## config.mk

```make
export PLATFORM = sky130hd
export DESIGN_NAME = mem_arbiter
export DESIGN_NICKNAME = d
export VERILOG_FILES = /design/src/rtl/mem_arb_pkg.sv /design/src/rtl/mem_arbiter.sv
export SDC_FILE = /design/constraint.sdc
export NUM_CORES = 1
export LEC_CHECK = 0
export ABC_CLOCK_PERIOD_IN_PS = 1600
export CAP_MARGIN = 15
export CORE_UTILIZATION = 34
export CTS_CLUSTER_DIAMETER = 150
export DETAILED_ROUTE_END_ITERATION = 6
export GPL_ROUTABILITY_DRIVEN = 0
export PLACE_DENSITY = 0.86
export SYNTH_ARGS = -nofsm -noshare
export SYNTH_HDL_FRONTEND = slang
export SYNTH_SLANG_ARGS = --single-unit
export TNS_END_PERCENT = 30
```

## constraint.sdc

```tcl
create_clock -name clk -period 1.6 [get_ports clk]
set_input_delay 0.16 -clock clk [delete_from_list [all_inputs] [get_ports clk]]
set_output_delay 0.16 -clock clk [all_outputs]
set_load 0.02 [all_outputs]
```

## src/rtl/mem_arb_pkg.sv

```systemverilog
// Shared types and memory access-mode codes for the IF/LS memory arbiter.
package mem_arb_pkg;

   typedef enum logic [1:0] {IDLE, REQ, RESP} arb_state_e;
   typedef enum logic {OWN_IF, OWN_LS} arb_owner_e;

   localparam logic [2:0] MEM_B    = 3'b000;
   localparam logic [2:0] MEM_H    = 3'b001;
   localparam logic [2:0] MEM_W    = 3'b010;
   localparam logic [2:0] MEM_BU   = 3'b011;
   localparam logic [2:0] MEM_HU   = 3'b100;
   localparam logic [2:0] MEM_NONE = 3'b111;

endpackage

```

## src/rtl/mem_arbiter.sv

```systemverilog
// Single-outstanding arbiter sharing one memory port between instruction fetch and load/store.
// LS has priority; IF is forced through after STARVE_LIM consecutive LS wins.
module mem_arbiter
   import mem_arb_pkg::*;
#(
   parameter int ADDR_W     = 32,
   parameter int DATA_W     = 32,
   parameter int STARVE_LIM = 4
) (
   input  logic              clk,
   input  logic              rst_n,
   input  logic              if_req,
   input  logic [ADDR_W-1:0] if_addr,
   input  logic              if_kill,
   output logic              if_gnt,
   output logic              if_rvalid,
   output logic [DATA_W-1:0] if_rdata,
   input  logic              ls_req,
   input  logic              ls_we,
   input  logic [ADDR_W-1:0] ls_addr,
   input  logic [DATA_W-1:0] ls_wdata,
   input  logic [2:0]        ls_mode,
   output logic              ls_gnt,
   output logic              ls_rvalid,
   output logic [DATA_W-1:0] ls_rdata,
   output logic              mem_req,
   output logic              mem_we,
   output logic [ADDR_W-1:0] mem_addr,
   output logic [DATA_W-1:0] mem_wdata,
   output logic [2:0]        mem_mode,
   input  logic              mem_gnt,
   input  logic              mem_rvalid,
   input  logic [DATA_W-1:0] mem_rdata
);

   localparam int CNT_W = $clog2(STARVE_LIM + 1);
   localparam logic [CNT_W-1:0] CNT_MAX = CNT_W'(STARVE_LIM);

   arb_state_e        state, state_nxt;
   arb_owner_e        owner;
   logic [CNT_W-1:0]  starve_cnt;
   logic              kill_flag;
   logic [ADDR_W-1:0] addr_q;
   logic              we_q;
   logic [DATA_W-1:0] wdata_q;
   logic [2:0]        mode_q;

   logic if_wins, ls_wins;

   // A killed fetch is not eligible, so LS (or nobody) takes the slot that cycle.
   assign if_wins = if_req & ~if_kill & (~ls_req | (starve_cnt == CNT_MAX));
   assign ls_wins = ls_req & ~if_wins;

   always_ff @(posedge clk or negedge rst_n) begin
      if (!rst_n) state <= IDLE;
      else        state <= state_nxt;
   end

   always_comb begin
      state_nxt = state;
      unique case (state)
         IDLE:    if (if_wins | ls_wins) state_nxt = REQ;
         REQ:     if (mem_gnt)           state_nxt = RESP;
         RESP:    if (mem_rvalid)        state_nxt = IDLE;
         default:                        state_nxt = IDLE;
      endcase
   end

   always_ff @(posedge clk or negedge rst_n) begin
      if (!rst_n) begin
         owner   <= OWN_IF;
         addr_q  <= '0;
         we_q    <= 1'b0;
         wdata_q <= '0;
         mode_q  <= MEM_B;
      end else if (state == IDLE) begin
         if (if_wins) begin
            owner   <= OWN_IF;
            addr_q  <= if_addr;
            we_q    <= 1'b0;
            wdata_q <= '0;
            mode_q  <= MEM_W;
         end else if (ls_wins) begin
            owner   <= OWN_LS;
            addr_q  <= ls_addr;
            we_q    <= ls_we;
            wdata_q <= ls_wdata;
            mode_q  <= ls_mode;
         end
      end
   end

   // Counts LS wins that left a waiting fetch behind; any idle cycle without a fetch resets it.
   always_ff @(posedge clk or negedge rst_n) begin
      if (!rst_n) begin
         starve_cnt <= '0;
      end else if (state == IDLE) begin
         if (if_wins || !if_req)
            starve_cnt <= '0;
         else if (ls_wins && starve_cnt != CNT_MAX)
            starve_cnt <= starve_cnt + CNT_W'(1);
      end
   end

   always_ff @(posedge clk or negedge rst_n) begin
      if (!rst_n)                          kill_flag <= 1'b0;
      else if (state == IDLE)              kill_flag <= 1'b0;
      else if (if_kill && owner == OWN_IF) kill_flag <= 1'b1;
   end

   always_comb begin
      mem_req   = 1'b0;
      mem_we    = 1'b0;
      mem_addr  = '0;
      mem_wdata = '0;
      mem_mode  = MEM_B;
      if_gnt    = 1'b0;
      ls_gnt    = 1'b0;
      if_rvalid = 1'b0;
      ls_rvalid = 1'b0;
      if_rdata  = '0;
      ls_rdata  = '0;
      unique case (state)
         REQ: begin
            mem_req   = 1'b1;
            mem_we    = we_q;
            mem_addr  = addr_q;
            mem_wdata = wdata_q;
            mem_mode  = mode_q;
            if_gnt    = mem_gnt & (owner == OWN_IF);
            ls_gnt    = mem_gnt & (owner == OWN_LS);
         end
         RESP: begin
            // A kill arriving in the same cycle as the response still suppresses it.
            if_rvalid = mem_rvalid & (owner == OWN_IF) & ~kill_flag & ~if_kill;
            ls_rvalid = mem_rvalid & (owner == OWN_LS);
            if (if_rvalid) if_rdata = mem_rdata;
            if (ls_rvalid) ls_rdata = mem_rdata;
         end
         default: ;
      endcase
   end

endmodule
```

==> out/results.ini <==
[clock_tree]
cts_max_level=3
clkSinkCount=75
clk_pin_slew_worst_paths_ns=0.06
cts_tree=built
cts_buffers=9
cts-root-buf=clkbuf_16
worst_skew_pair.late_latency_ns=0.33
cts.path.max_buffers=2

[synthesis]
synth_cell_types=35
async_flop_share_pct=100
synth.most_common_cell=and2_1
synth.net_count=637
dominantRegCellSynth=dfrtp_1
yosysTopAreaCellShare_pct=41.7
synth.largest_area_cell=dfrtp_1
syn_area_mm2=0.00451
ys_seq_elements=75
synth-seq-area-share_pct=41.7
synth_cells=496
avgSynthCellArea_um2=9.08
yosysWarnings=0
synthTopCellsByArea=dfrtp_1 42%, and2_1 14%, a22o_1 6.8%
synth-edff-count=0
synth.top_cells.by_count=99 x and2_1, 75 x dfrtp_1, 44 x clkbuf_1, 40 x inv_1, 37 x nor2_1

[global_route]
antenna_found_initial=0
grt_pass1_vias=5057
grt_overflow=0
track_usage_pct=24.4
grt_pass1_wl_um=25600
grt_max_degree=39

[placement]
io_buffers=275
placed_cell_area_mm2=0.00769
hpwl_um=12100
dp_cells=927

[die]
dieWidth_um=117
die_height_um=117
io_pins=276
start_util_pct=35.3
die_area_mm2=0.0137
rows=41
core_mm2=0.0128

[finish]
final_cells=978
diodes=0
drive_gt1_share_pct=47.1
syn2layout_area_growth_pct=105
num-nets-final=942
n_fill_cell=828
fin_area_mm2=0.00922

[worst_setup_path]
crit_type=flop to output port
path_max_fanout=8
arrival_ns=1.89
max_stage_delay_ns=0.41
reg2reg_to=wdata_q[20]
r2r_start=state[1]
cp_slowest_cell=dfrtp_1
crit_path_end_kind=output port
cp.required_ns=1.44
cp-start-kind=flop
path_cells=or3_4 -> nor3_4 -> buf_6 -> buf_8 -> and2_4 -> buf_6
cpMostUsedCell=buf_6
rrSetupSlack_ns=-0.06
r2r_cells=6

[routing]
via_count=5226
drc=0
drtPass1Iterations=4
finalWirelength_um=19600
drt_iter0_markers=381
wl_per_cell_um=20.0
ant_nets=0
via_per_inst=5.34

[hold_path]
min_path_type=input pin to asynchronous set/reset pin

[sta]
rsz0062_at_grt=yes
setup_ws_ns=-0.450
timing.final.crit_share_pct=128
whs_ns=0.285
hold_violations=0
setup_violations=173
skew_ns=0.00949
relSlewSlack_pct=76.8
fmax_mhz=488
maxSlewViolCount=0
tightestPinTransition_ns=0.349
min_period_ns=2.05

[job]
max_cap_violations=0

[pwr]
power_density_mw_per_mm2=1610
power.leakage_nw=4.33
power_mw=14.9
ir_worst_vdd_v=0.00101

[run_status]
violations=negative setup slack
status=complete, but fails checks

==> through the flow <==
| step | TNS, ns | setup WS, ns | util (%) |
|---|---|---|---|
| after global placement | -71.24 | -0.652 | 60.2 |
| after CTS | -46.15 | -0.425 | 66.4 |
| after detailed placement | -76.97 | -0.717 | 60.2 |
| after floorplan | -1.23 | -0.0529 | - |
| after global routing | -40.62 | -0.479 | 72.1 |
| final | -32.61 | -0.450 | 72.1 |
==> layer usage <==
layer	vias to the layer above	share of wire, %	global-route usage, %
met5	-	0	0
met4	0	2.1	8.78
met3	38	7.5	6.02
met2	255	52	42.7
met1	2572	39	29.0
li1	2361	-	-
==> repair_timing <==
action / 4_1_cts / 5_1_grt
pin swaps: 9 / 74
resized for setup: 639 / 396
gates cloned: 5 / 5
hold buffers: 1 / 0
setup endpoints to repair: 206 / 210
hold endpoints to repair: 24 / 0
buffers inserted: 14 / 15
==> cell usage in the layout (no fill, tap or decap), drive strengths merged, types with 4 or more instances in the layout <==
| master | n |
|---|---|
| nor2 | 37 |
| and3b | 32 |
| clkdlybuf4s50 | 137 |
| a22oi | 33 |
| clkinv | 4 |
| clkbuf | 11 |
| dfrtp | 75 |
| o21ai | 36 |
| a22o | 35 |
| buf | 206 |
| inv | 41 |
| and2 | 99 |
| a221oi | 32 |
==> worst max-delay path, delay by kind of cell, from the launching register on <==
family / cells / cell delay, ns
buf+inv: 3 / 0.43
flops: 1 / 0.41
simple gates: 3 / 0.73
==> worst max-delay path by stage <==
stage	slack (ns)	cells after the start	endpoint	startpoint
6_report	-0.45	6	if_rdata[20]	kill_flag
4_1_cts	-0.42	6	if_rdata[30]	owner
3_3_place_gp	-0.65	6	if_rdata[0]	if_kill
5_1_grt	-0.48	6	if_rdata[20]	kill_flag
3_5_place_dp	-0.72	6	if_rdata[7]	if_kill
2_1_floorplan	-0.05	6	starve_cnt[1]	starve_cnt[0]
==> report_power, final <==
group / total, mW / internal [mW] / switching [mW]
clock: 2.19 / 1.38 / 0.810
sequential: 3.23 / 2.78 / 0.454
combinational: 9.45 / 4.80 / 4.65
total: 14.9 / 8.96 / 5.92
==> registers in the layout, summed over array words and instances, names as in the netlist <==
register    count
owner           1
wdata_q        32
mode_q          3
addr_q         32
we_q            1
kill_flag       1
state           2
starve_cnt      3
==> cells by family (layout without fill, tap and decap cells) <==
family	count (synthesis)	after routing	synth area share [%]
buffers and inverters	93	403	8.39
adders and majority gates	2	2	0.555
muxes	1	1	0.222
and+or+nand+nor	179	179	24.6
DFF	75	75	41.7
AOI/OAI and AO/OA	146	146	24.6
==> area by class of cell <==
cell class	instances	area (µm²)	share of cell area [%]
timing repair buffer	346	3820	41.5
multi-input combinational	328	2810	30.5
sequential	75	1880	20.4
clock buffer	9	225	2.44
tap	172	215	2.34
inverter	41	166	1.81
clock inverter	7	98.8	1.07
No activity file was read; power rests on OpenSTA's default activity.
